--- src/rtl/clk_divider_sequencer.sv ---
// -----------------------------------------------------------------------------
// clk_divider_sequencer
//
// Command-driven controller for the ClkDivider block. Host commands (STEP, RUN,
// STOP, SET_DIV, CLR_CNT) are turned into the divider's configuration and
// control inputs. A local phase counter mirrors the divider's internal
// clk_counter so that auto-mode runs can be halted on a period boundary
// without a runt pulse on clk_o. A free-running counter tallies the core clock
// cycles delivered to the processor under test.
//
// Ports
//   clk             system clock, shared with ClkDivider
//   rst             asynchronous, active-high reset
//   cmd_valid       command present on cmd_op/cmd_data
//   cmd_ready       command accepted on a cycle with cmd_valid && cmd_ready
//   cmd_op          0 NOP, 1 SET_DIV, 2 STEP, 3 RUN, 4 STOP, 5 CLR_CNT
//   cmd_data        operand: divider for SET_DIV, cycle count N for STEP
//   div_write_pulse to ClkDivider.write_pulse (one-cycle strobe)
//   div_option      to ClkDivider.option (0 pulse mode, 1 auto mode)
//   div_out_enable  to ClkDivider.out_enable
//   div_divider     to ClkDivider.divider
//   div_pulse       to ClkDivider.pulse
//   busy            controller is not idle
//   done            one-cycle pulse: STEP finished or STOP completed
//   cmd_err         one-cycle pulse: illegal op or SET_DIV operand below 2
//   cycle_count     core clock cycles delivered since reset or CLR_CNT
// -----------------------------------------------------------------------------
module clk_divider_sequencer #(
  parameter int COUNTER_BITS       = 32,
  parameter int PULSE_CONTROL_BITS = 32,
  parameter int DATA_BITS          = 32,
  parameter int CYCLE_COUNT_BITS   = 64,
  parameter int DEFAULT_DIVIDER    = 2
) (
  input  logic                          clk,
  input  logic                          rst,
  input  logic                          cmd_valid,
  output logic                          cmd_ready,
  input  logic [2:0]                    cmd_op,
  input  logic [DATA_BITS-1:0]          cmd_data,
  output logic                          div_write_pulse,
  output logic                          div_option,
  output logic                          div_out_enable,
  output logic [COUNTER_BITS-1:0]       div_divider,
  output logic [PULSE_CONTROL_BITS-1:0] div_pulse,
  output logic                          busy,
  output logic                          done,
  output logic                          cmd_err,
  output logic [CYCLE_COUNT_BITS-1:0]   cycle_count
);

  localparam logic [2:0] OP_NOP     = 3'd0;
  localparam logic [2:0] OP_SET_DIV = 3'd1;
  localparam logic [2:0] OP_STEP    = 3'd2;
  localparam logic [2:0] OP_RUN     = 3'd3;
  localparam logic [2:0] OP_STOP    = 3'd4;
  localparam logic [2:0] OP_CLR_CNT = 3'd5;

  typedef enum logic [2:0] {
    ST_IDLE,
    ST_STEP_LOAD,
    ST_STEPPING,
    ST_RUNNING,
    ST_HALTING
  } state_t;

  state_t                          state_q, state_d;
  logic [COUNTER_BITS-1:0]         phase_q, phase_d;
  logic [PULSE_CONTROL_BITS-1:0]   remaining_q, remaining_d;
  logic [CYCLE_COUNT_BITS-1:0]     count_d;
  logic                            write_pulse_d;
  logic                            option_d;
  logic                            out_enable_d;
  logic [COUNTER_BITS-1:0]         divider_d;
  logic [PULSE_CONTROL_BITS-1:0]   pulse_d;
  logic                            done_d;
  logic                            err_d;

  logic                            phase_wrap;
  logic                            stop_req;
  logic                            set_div_ok;
  logic [COUNTER_BITS-1:0]         cmd_divider;
  logic [PULSE_CONTROL_BITS-1:0]   step_n;
  logic [CYCLE_COUNT_BITS-1:0]     count_inc;

  // Same wrap rule as ClkDivider's clk_counter; the auto clock rises on phase 0.
  assign phase_wrap  = (phase_q >= div_divider - COUNTER_BITS'(1));
  assign stop_req    = cmd_valid && (cmd_op == OP_STOP);
  assign cmd_divider = cmd_data[COUNTER_BITS-1:0];
  assign step_n      = cmd_data[PULSE_CONTROL_BITS-1:0];
  assign count_inc   = cycle_count + CYCLE_COUNT_BITS'(1);
  // Judge the value actually loaded, so a truncated operand can never
  // program a divider below 2.
  assign set_div_ok  = (cmd_divider >= COUNTER_BITS'(2));

  assign busy = (state_q != ST_IDLE);

  // Ready depends on the presented op while stepping/running: only STOP may
  // interrupt, everything else is back-pressured until IDLE.
  always_comb begin
    cmd_ready = 1'b0;
    unique case (state_q)
      ST_IDLE:                  cmd_ready = 1'b1;
      ST_STEPPING, ST_RUNNING:  cmd_ready = (cmd_op == OP_STOP);
      default:                  cmd_ready = 1'b0;
    endcase
  end

  // NOTE: every variable gets a default before any branch so no path leaves
  // it unassigned, which would otherwise infer a latch.
  always_comb begin
    state_d       = state_q;
    phase_d       = phase_wrap ? '0 : phase_q + COUNTER_BITS'(1);
    remaining_d   = remaining_q;
    count_d       = cycle_count;
    write_pulse_d = 1'b0;
    option_d      = div_option;
    out_enable_d  = div_out_enable;
    divider_d     = div_divider;
    pulse_d       = div_pulse;
    done_d        = 1'b0;
    err_d         = 1'b0;

    unique case (state_q)
      ST_IDLE: begin
        if (cmd_valid) begin
          case (cmd_op)
            OP_NOP, OP_STOP: begin
              // Nothing to do while idle.
            end
            OP_SET_DIV: begin
              if (set_div_ok) divider_d = cmd_divider;
              else            err_d     = 1'b1;
            end
            OP_STEP: begin
              if (step_n == '0) begin
                done_d = 1'b1;
              end else begin
                pulse_d       = step_n;
                option_d      = 1'b0;
                write_pulse_d = 1'b1;
                out_enable_d  = 1'b1;
                remaining_d   = step_n;
                state_d       = ST_STEP_LOAD;
              end
            end
            OP_RUN: begin
              option_d     = 1'b1;
              out_enable_d = 1'b1;
              state_d      = ST_RUNNING;
            end
            OP_CLR_CNT: begin
              count_d = '0;
            end
            default: begin
              err_d = 1'b1;
            end
          endcase
        end
      end

      // The divider samples div_pulse on the write strobe; give it one cycle.
      ST_STEP_LOAD: begin
        state_d = ST_STEPPING;
      end

      ST_STEPPING: begin
        count_d     = count_inc;
        remaining_d = remaining_q - PULSE_CONTROL_BITS'(1);
        if (stop_req) begin
          // Rewriting a zero pulse count cancels the divider's pending cycles.
          pulse_d       = '0;
          write_pulse_d = 1'b1;
          out_enable_d  = 1'b0;
          done_d        = 1'b1;
          state_d       = ST_IDLE;
        end else if (remaining_q == PULSE_CONTROL_BITS'(1)) begin
          out_enable_d = 1'b0;
          done_d       = 1'b1;
          state_d      = ST_IDLE;
        end
      end

      ST_RUNNING: begin
        if (div_out_enable && phase_q == '0) count_d = count_inc;
        if (stop_req) state_d = ST_HALTING;
      end

      // Keep the clock enabled until the last high/low period has completed;
      // gating at the wrap point means the next rising edge never appears.
      ST_HALTING: begin
        if (div_out_enable && phase_q == '0) count_d = count_inc;
        if (phase_wrap) begin
          out_enable_d = 1'b0;
          option_d     = 1'b0;
          done_d       = 1'b1;
          state_d      = ST_IDLE;
        end
      end

      default: begin
        state_d = ST_IDLE;
      end
    endcase
  end

  // NOTE: sequential state uses non-blocking assignments so every register
  // samples the pre-edge values, independent of statement order.
  always_ff @(posedge clk or posedge rst) begin
    if (rst) begin
      state_q         <= ST_IDLE;
      phase_q         <= '0;
      remaining_q     <= '0;
      cycle_count     <= '0;
      div_write_pulse <= 1'b0;
      div_option      <= 1'b0;
      div_out_enable  <= 1'b0;
      div_divider     <= COUNTER_BITS'(DEFAULT_DIVIDER);
      div_pulse       <= '0;
      done            <= 1'b0;
      cmd_err         <= 1'b0;
    end else begin
      state_q         <= state_d;
      phase_q         <= phase_d;
      remaining_q     <= remaining_d;
      cycle_count     <= count_d;
      div_write_pulse <= write_pulse_d;
      div_option      <= option_d;
      div_out_enable  <= out_enable_d;
      div_divider     <= divider_d;
      div_pulse       <= pulse_d;
      done            <= done_d;
      cmd_err         <= err_d;
    end
  end

endmodule

--- config.mk ---
export PLATFORM = sky130hd
export DESIGN_NAME = clk_divider_sequencer
export DESIGN_NICKNAME = d
export VERILOG_FILES = /design/src/rtl/clk_divider_sequencer.sv
export SDC_FILE = /design/constraint.sdc
export NUM_CORES = 1
export LEC_CHECK = 0
export BUFFER_PORTS_ARGS = -buffer_cell sky130_fd_sc_hd__buf_4
export CORE_MARGIN = 2
export CORE_UTILIZATION = 45
export CTS_CLUSTER_DIAMETER = 120
export CTS_CLUSTER_SIZE = 25
export DETAILED_ROUTE_END_ITERATION = 8
export PLACE_DENSITY = 0.64
export SYNTH_ARGS = -nofsm -noshare
export SYNTH_HDL_FRONTEND = slang
export SYNTH_SLANG_ARGS = --single-unit
--- constraint.sdc ---
create_clock -name clk -period 14.25 [get_ports clk]
set_clock_uncertainty 0.1 [all_clocks]
set_input_delay 0.7125 -clock clk [delete_from_list [all_inputs] [get_ports clk]]
set_output_delay 0.7125 -clock clk [all_outputs]
set_load 0.005 [all_outputs]
## Word-level counts from Yosys, hierarchy flattened

Index checks and enable logic that the tools add are counted.

| storage, ports and cells | value |
|---|---|
| output and inout bits | 135 |
| word-level logic and storage cells | 106 |
| flip-flop bits (word level) | 200 |
| bits of input ports | 38 |

| operators by class | value |
|---|---|
| multiplexer cells | 47 |
| add/sub/neg operators | 4 |
| reduce and logical (&&, ||, !) cells | 21 |
| equal/unequal tests | 21 |
| magnitude comparators | 2 |

Operators by type and width:

| operator | count |
|---|---|
| two-way mux 64 bit | 3 |
| one-hot mux 64 bit (3 select lines) | 1 |
| two-way mux 32 bit | 5 |
| one-hot mux 32 bit (2 select lines) | 2 |
| adder 64 x 1 -> 64 bit, second input constant | 1 |
| zero test 32 bit | 2 |
| subtractor 32 x 1 -> 32 bit, second input constant | 2 |
| adder 32 x 1 -> 32 bit, second input constant | 1 |
| equality test 32 x 1 -> 1 bit, second input constant | 1 |
| >= comparator 32 x 2 -> 1 bit, second input constant | 1 |
| >= comparator 32 bit | 1 |
| two-way mux 1 bit | 20 |
| two-way mux 3 bit | 6 |
| one-hot mux 3 bit (5 select lines) | 1 |
| equality test 3 x 2 -> 1 bit, second input constant | 4 |
| one-hot mux 1 bit (2 select lines) | 6 |
| AND reduction 4 bit | 3 |
| AND reduction 6 bit | 2 |
| != test 2 bit, second input constant | 5 |
| AND reduction 5 bit | 2 |
| equality test 3 bit, second input constant | 3 |
| nonzero test 3 bit | 3 |
| equality test 3 x 1 -> 1 bit, second input constant | 2 |
| zero test 3 bit | 2 |
| other kinds (9) | 16 |

## Logic depth before layout (Yosys ltp)

Gate-level depths: netlist of run 1.

| depth | value |
|---|---|
| depth in word-level cells | 5 |
| mapped depth | 17 |
| depth with buffers taken out | 15 |

## Worst setup path before layout of run 1

No wires, ideal clock.

| timing | value |
|---|---|
| path type | register to register |
| start point | reg div_divider[11] |
| end point | reg phase_q[23] |
| setup slack | 10168 ps |
| library setup time | 132 ps |
| clock period less this slack | 4082 ps |
| buffers on the path | 3 |
| data required time | 14018 ps |
| data arrival time | 3850 ps |
| stages on the path, launching flop included | 15 |
| cell sequence | dfrtp_1 or4_1 clkbuf_1 nor4_1 nand2_1 nor4_1 xnor2_1 ha_1 nand4_1 or4_1 a31oi_1 or2_2 clkbuf_1 clkbuf_1 nor2_1 |

| between the ends | value |
|---|---|
| cells in the longest elaborated chain, start to end | 3 |

RTL lines:

| what | line | source |
|---|---|---|
| start, declared | 44 | `output logic [COUNTER_BITS-1:0] div_divider,` |
| start signal, assigned | 218 | `div_divider <= COUNTER_BITS'(DEFAULT_DIVIDER);` |
| start signal, assigned | 230 | `div_divider <= divider_d;` |
| subtractor 32 x 1 -> 32 bit | 87 | `assign phase_wrap = (phase_q >= div_divider - COUNTER_BITS'(1));` |
| >= comparator 32 bit | 87 |  |
| two-way mux 32 bit | 113 | `phase_d = phase_wrap ? '0 : phase_q + COUNTER_BITS'(1);` |
| via phase_d[23] | 68 | `logic [COUNTER_BITS-1:0] phase_q, phase_d;` |
| end signal, assigned | 224 | `phase_q <= phase_d;` |
| end, declared | 68 |  |

The timed path passes the listed nets, and every way through them passes these cells.
A chain may end at the register's enable or synchronous reset.

## Worst setup path after layout of run 1

| timing | value |
|---|---|
| start point | reg div_divider[0] |
| end point | reg div_option |

| between the ends | value |
|---|---|
| cells in the longest elaborated chain, start to end | 4 |

RTL lines:

| what | line | source |
|---|---|---|
| subtractor 32 x 1 -> 32 bit | 87 |  |
| >= comparator 32 bit | 87 |  |
| != test 2 bit (no line) | -- |  |
| AND reduction 5 bit (no line) | -- |  |
| end signal, assigned | 228 | `div_option <= option_d;` |
| end, declared | 42 | `output logic div_option,` |

Every way passes these cells.

==> results of run 1 <==
final cells by class:
cell class                      instances  area, um^2
Clock buffer                           18       429.2
Clock inverter                         14       151.4
Fill cell                            2284       11020
Inverter                               29       116.4
Multi-Input combinational cell        952        5889
Sequential cell                       200        5006
Tap cell                              324       405.4
Timing Repair Buffer                  183        1374
routing by layer:
metal	wire length (um)	track usage	vias up
met5	0	0	-
met2	14730	0.3871	318
met1	14170	0.3354	4848
met4	587	0.07080	0
li1	-	-	4812
met3	2486	0.06665	33
power by group:
group          internal (mW)  leakage [nW]  total [mW]  switching (mW)
Sequential             0.725          2.62       0.911           0.185
Combinational          0.404          2.96       0.877           0.473
Clock                  0.236         0.281       0.487           0.251
final timing paths:
path | start | endpoint | slack [ns] | depth (start not counted)
max | div_divider[0] | div_option | 9.73 | 14
min | rst | cycle_count[53] | 0.39 | 2
max reg2reg | div_divider[0] | div_option | 9.73 | 14
min reg2reg | div_pulse[0] | div_pulse[0] | 0.39 | 1
max in group asynchronous | rst | remaining_q[21] | 12.29 | 3
min in group clk | div_pulse[0] | div_pulse[0] | 0.39 | 1
registers in the layout, summed over array words and instances, names as in the netlist:
signal           cells
div_pulse           32
remaining_q         32
phase_q             32
div_option           1
cycle_count         64
done                 1
div_divider         32
div_out_enable       1
div_write_pulse      1
cmd_err              1
state_q              3
stage by stage:
| stage | setup WS, ns | hold slack [ns] | utilization | cell area (um^2) | instances |
|---|---|---|---|---|---|
| after floorplan | 7.985 | 0.3707 | - | 11200 | 1237 |
| after global placement | 9.789 | 0.3614 | 0.5244 | 12790 | 1688 |
| after detailed placement | 9.688 | 0.3712 | 0.5244 | 12790 | 1688 |
| after CTS | 9.665 | 0.3900 | 0.5482 | 13370 | 1720 |
| after global routing | 9.249 | 0.4032 | 0.5482 | 13370 | 1720 |
| final | 9.732 | 0.3854 | 0.5482 | 13370 | 1720 |
layout by cell type (no fill, tap or decap), types with 6 or more instances in the layout:
cell / n
sky130_fd_sc_hd__and3_1: 12
sky130_fd_sc_hd__or4_1: 31
sky130_fd_sc_hd__nand4_1: 30
sky130_fd_sc_hd__a21oi_1: 74
sky130_fd_sc_hd__ha_1: 38
sky130_fd_sc_hd__nor2_1: 111
sky130_fd_sc_hd__dfrtp_1: 199
sky130_fd_sc_hd__nor3_1: 35
sky130_fd_sc_hd__a31oi_1: 13
sky130_fd_sc_hd__o211ai_1: 11
sky130_fd_sc_hd__mux2_2: 32
sky130_fd_sc_hd__nor4_1: 30
sky130_fd_sc_hd__xor2_1: 46
sky130_fd_sc_hd__clkbuf_16: 17
sky130_fd_sc_hd__nand2b_1: 8
sky130_fd_sc_hd__or3_1: 28
sky130_fd_sc_hd__buf_4: 183
sky130_fd_sc_hd__inv_6: 6
sky130_fd_sc_hd__nor2b_1: 9
sky130_fd_sc_hd__xnor2_1: 27
sky130_fd_sc_hd__nand2_1: 146
sky130_fd_sc_hd__o22a_1: 9
sky130_fd_sc_hd__o31ai_1: 25
sky130_fd_sc_hd__nand3_1: 47
sky130_fd_sc_hd__o2111ai_1: 8
sky130_fd_sc_hd__o21ai_0: 104
sky130_fd_sc_hd__inv_1: 28
cells by family (layout without fill, tap and decap cells):
group / Yosys count / count (layout) / synth area share
buf+inv: 85 / 244 / 0.02883
simple gates: 519 / 519 / 0.2332
xor+xnor: 73 / 73 / 0.05711
fa+ha+maj: 38 / 38 / 0.04247
mux: 33 / 33 / 0.03308
compound gates: 289 / 289 / 0.1581
flops: 200 / 200 / 0.4471
==> summary by stage, run 1 <==
Yosys
Synthesis instantiated 62 different standard cells from the library. Ranked by total cell area, the synthesized netlist is headed by sky130_fd_sc_hd__dfrtp_1 (44%), sky130_fd_sc_hd__nand2_1 (4.9%), sky130_fd_sc_hd__o21ai_0 (4.6%). After synthesis the netlist holds a flip-flop and latch count of 200. The fraction of synthesized cell area taken by the top area cell type is 0.4448. By count the netlist is led by sky130_fd_sc_hd__dfrtp_1 (199), sky130_fd_sc_hd__nand2_1 (146), sky130_fd_sc_hd__nor2_1 (113). Yosys instantiated no cell more often than sky130_fd_sc_hd__dfrtp_1. The most common flop cell mapped by yosys is sky130_fd_sc_hd__dfrtp_1. The post-synthesis cell count is 1237. The cell area that synthesis handed to floorplanning was 11200 um^2. The number of enable flip-flop cells after synthesis is 0. The synthesized net count is 1313.

The fraction of registers with async set or reset after synthesis is 1.000. The share of the Yosys chip area taken by registers is 0.4471. The average cell area after synthesis is 9.051 um^2. The warning count from the yosys run is 0.

The most area-hungry cell type in the Yosys netlist is sky130_fd_sc_hd__dfrtp_1.

CTS
The number of hold buffers added after CTS is 0. The worst-case clock buffer depth is 2. The total number of clock tree sinks is 200.

The number of H-tree levels is 4. The root buffer selected by CTS is sky130_fd_sc_hd__clkbuf_16. The clock slew seen by the registers of the worst setup and hold paths is 0.09 ns.

The number of buffers added for setup after CTS is 0. In this run, post-CTS repair resized a total of 0 instances. For the worst-skew pair, the clock arrives at the later sink with an insertion delay of 0.45 ns.

Counting the buffers created by CTS gives 17. The clock tree from TritonCTS is built.

Global route
The via count of the first global-routing pass was 9272. The first global-routing pass estimated 51.42 mm of wire. The maximum number of pins on one net before global-route repair is 145. The number of antenna violations at the first check in global routing is 0. Across every metal layer, demand over resource in global routing totals 0.2459. After global routing the overflow that remains totals 0.

Min path
The worst hold path class is in2async.

Placed design
Port buffering added 172 buffers. The sum of net half-perimeters after detailed placement is 22.72 mm. The routability congestion estimate from global placement is 0.8823.

Worst setup path
STA classifies the critical path startpoint as a flip-flop. Data arrives at the worst endpoint at 4.71 ns. The critical path class is reg2reg. The data required time at the worst endpoint is 14.44 ns.

The delay contributed by the slowest stage of the critical path is 0.65 ns. Traced cell by cell, the critical path runs through inv_1 > ha_1 > nor2b_1 > nand3_1 > nor4_1 > nand2_1 > nor4_1 > xnor2_1 > ha_1 > nand4_1 > or4_1 > a31oi_1 > or2_2 > o211ai_1. The slowest cell on the critical path is sky130_fd_sc_hd__nor4_1. The buffers plus inverters on the worst setup path is 1. Broken down by cell family, the worst path's largest delay share belongs to simple AND/OR/NAND/NOR gates. The largest fanout on the critical path is 34. STA classifies the critical path endpoint as a flip-flop.

Die
The area inside the core boundary is 24390 um^2. In this run the vertical extent of the chip is 161.7 um. The width of the die is 161.7 um. The number of ports placed on the die boundary is 173. The initial utilization of the core area, before any placement, comes to 0.4590.

The die covers 26160 um^2. The number of core rows is 57.

Flow run
Max-cap violations in this run came to 0.

Cells and area
The number of antenna diodes in the final layout is 0. In the final layout, the share of cells above drive strength 1 is 0.1920. The relative area change from synthesis to final layout is 19.43%. For this run, the post-layout net count is 1459.

Detailed routing
The iteration-0 DRC count of the detailed router is 836. In the final routed layout, each cell accounts on average for 18.59 um. Across all layers, the routed design uses 10.01k vias.

After detailed routing, the number of vias per cell comes to 5.820. In this run the remaining antenna-violating nets after routing total 0. The post-route DRC violation count is 0.

The final layout contains routed wiring with a total length of 31.97 mm. The first detailed-routing pass took 7 iterations.

Power and ir drop
Power spread over the standard cell area amounts to 170.1 nW/um^2. The static leakage power is 5.859 nW. The design draws 2.275 mW. The worst voltage drop across the vdd grid is 108.8 uV.

Timing
The period utilization is 0.3170. The routed design could run at a clock period as short as 4.518 ns. The max-slew headroom at the worst pin is 0.2955. The highest clock rate is 0.2213 GHz.

Setup violations remaining at the end of the flow were counted as 0. The count of endpoints failing hold in the final timing report is 0. The worst-margin pin slew is 1.057 ns. The final-report max-slew violation count is 0.

Setup repair after global routing left no endpoint under its margin. The aggregate negative setup slack is 0 ns.

Status
The flow ran to the end, and the final reports show no timing, DRC or antenna violations.
Power figures use the tool's default switching activity.
==> run 2, diff against run 1 <==
clock period = 4.35 ns   (was 14.25 ns; I/O delays follow)
==> summary by stage, run 2 (synthesis results as in run 1) <==
Power and ir drop
The total power divided by cell area is 545.8 nW/um^2 (+220%). The static leakage power is 6.047 nW (+3.2%). The total design power is 7.541 mW (+230%). The worst voltage drop across the vdd grid came to 368.2 uV (+240%).

Worst setup path
The slowest cell on the critical path is sky130_fd_sc_hd__or4_1. The kind of capture point of the worst setup path is a flip-flop. The type of origin of the critical path is a flip-flop. In this run the critical register-to-register path is launched from div_divider[11].

The most numerous cell type found on the critical path is sky130_fd_sc_hd__or4_1. The kind of cell with the highest combined delay along the critical path is simple AND/OR/NAND/NOR gates. The worst setup path is of the reg2reg kind. The first element of the critical path is div_divider[11].

The largest fanout on the critical path is 32 (-5.9%). Walking the worst path, the cells encountered are or4_1 > nor4_2 > nand2_1 > nor3_1 > xnor2_1 > ha_1 > nand4_1 > or4_1 > a31oi_1 > or2_2 > buf_8 > nor2_1. The data arrival time of the critical path is 4.23 ns (-0.48 ns). The delay contributed by the slowest stage of the critical path is 0.65 ns (about the same). The data required time at the worst endpoint is 4.58 ns (-9.86 ns).

The buffers plus inverters on the worst setup path is 1 (unchanged).

Detailed routing
The vias per cell is 5.805 (-0.27%). The post-route antenna net violation count is 0 (unchanged). The total length of routed wires is 32.52 mm (+1.7%). The first-pass detailed-route iteration total was 5 (-2).

The via count of the routed design came to 10.22k (+2.1%). The iteration-0 DRC count of the detailed router was 844 (+0.96%). The routed length per placed instance is 18.47 um (-0.64%). The post-route DRC violation count is 0 (unchanged).

Timing
The final number of setup-violating endpoints is 0 (unchanged). The worst-margin pin slew came to 1.007 ns (-0.04947 ns). Setup repair after global routing left no endpoint under its margin. The max-slew headroom at the worst pin is 0.3260 (+0.03050). The final-report max-slew violation count came to 0 (unchanged).

The final worst setup slack is 0.3416 ns (-9.391 ns). The count of endpoints failing hold in the final timing report was 0 (unchanged). The aggregate negative setup slack was 0 ns (unchanged). The final-layout worst hold slack came to 0.02351 ns (-0.3619 ns).

The period utilization is 0.9215 (+0.6044). The final critical path time including I/O delays and setup is 4.008 ns (-0.5094 ns). The highest clock rate was 0.2495 GHz (+13%).

Cells and area
The number of cells in the finished layout apart from fillers is 1761 (+2.4%). Leaving out fill and tap cells, the most frequent cells in the layout are sky130_fd_sc_hd__dfrtp_1 (199), sky130_fd_sc_hd__buf_4 (187), sky130_fd_sc_hd__nand2_1 (146). Leaving out fill and tap cells, the most frequent cell in the layout is sky130_fd_sc_hd__dfrtp_1. The number of antenna cells inserted came to 0 (unchanged).

The net total in the final layout is 1500 (+2.8%). The relative area change from synthesis to final layout is 23.40%. The flip-flop count of the largest register after layout is 64 (unchanged). The register bank with the most flops is cycle_count. The ratio of cells with drive above 1 in the final layout is 0.1914 (-0.0006062).

Status
The run finished with clean final reports.

Global route
The maximum number of pins on one net before global-route repair is 144 (-0.69%). The overall global routing resource usage is 0.2518 (+0.005935). The first-pass GRT wire length is 53.10 mm (+3.3%). The number of antenna violations at the first check in global routing is 0 (unchanged). The residual overflow from global routing came to 0 (unchanged). The via count of the first global-routing pass is 9822 (+5.9%).

CTS
The CTS buffer count was 17 (unchanged). The number of H-tree levels was 4 (unchanged). The worst-case clock buffer depth is 2 (unchanged). CTS placed an instance of sky130_fd_sc_hd__clkbuf_16 at the clock tree root.

The clock tree from TritonCTS is built. The clock latency reported for the late side of the worst-skew pair is 0.45 ns (about the same). The number of buffers added for setup after CTS was 0 (unchanged). The total number of clock tree sinks came to 200 (unchanged). The clock slew seen by the registers of the worst setup and hold paths is 0.08 ns (about the same).

Placed design
The post-placement setup slack is 0.08817 ns (-9.600 ns). The routability congestion estimate from global placement came to 0.8642 (-2.1%). The placed cell count is 1694 (+0.36%). The count of buffers inserted at the top-level ports was 172 (unchanged). The sum of net half-perimeters after detailed placement is 22.91 mm (+0.84%).

Min path
The worst hold path begins at cmd_data[0]. The worst hold path class is in2reg.

Die
The number of core rows came to 57 (unchanged). The area inside the core boundary came to 24390 um^2 (unchanged). The initial core utilization is 0.4590 (unchanged). The die span in y was 161.7 um (unchanged). The width of the die was 161.7 um (unchanged).

The area of the die was 26160 um^2 (unchanged). The number of ports placed on the die boundary is 173 (unchanged).

Flow run
The total of max-cap violations came to 0 (unchanged).
## run 2: layout make-up
type / instances / area [um^2]
Multi-Input combinational cell: 952 / 5896
Fill cell: 2210 / 10580
Tap cell: 324 / 405.4
Sequential cell: 200 / 5006
Clock buffer: 18 / 429.2
Clock inverter: 14 / 177.7
Timing Repair Buffer: 224 / 1789
Inverter: 29 / 112.6
## run 2: power by group
group | internal [mW] | switching, mW | leakage [nW]
Sequential | 2.38 | 0.619 | 2.62
Combinational | 1.35 | 1.54 | 3.14
Clock | 0.831 | 0.825 | 0.291
Total | 4.56 | 2.99 | 6.05
## run 2: timing repair
| action | 4_1_cts | 5_1_grt |
|---|---|---|
| hold endpoints to repair | 233 | 0 |
| setup endpoints to repair | 0 | 32 |
| hold buffers | 35 | 0 |
| resized for setup | 0 | 3 |
## run 2: worst paths after layout
check                                 endpoint  slack (ns)  cells past startpoint
worst min-delay path            div_divider[0]        0.02                      2
min in group asynchronous          phase_q[25]        0.43                      4
max in group asynchronous              cmd_err        3.04                      4
worst max register to register      phase_q[3]        0.34                     12
worst min register to register   div_pulse[29]        0.38                      2
worst max-delay path                phase_q[3]        0.34                     12
## run 2: routing by layer
metal	global-route usage	wire, um	vias to the layer above	part of all wire
li1	-	-	4899	-
met1	0.3457	14240	4954	0.44
met2	0.4048	15350	324	0.47
met3	0.06078	2386	45	0.073
met4	0.06195	546	0	0.017
met5	0	0	-	0
## run 2: worst reg2reg max path, delay by kind of cell (launching register included)
kind            cells  cell delay (ns)
xor+xnor            1             0.10
fa+ha+maj           1             0.30
flops               1             0.43
simple gates        8             2.51
buf+inv             1             0.22
compound gates      1             0.23
## run 2: stage by stage
stage,cell area (um^2),utilization
final,13820,0.5664
after global routing,13820,0.5664
after CTS,13800,0.5659
after detailed placement,12840,0.5266
after global placement,12840,0.5266
after floorplan,11200,-
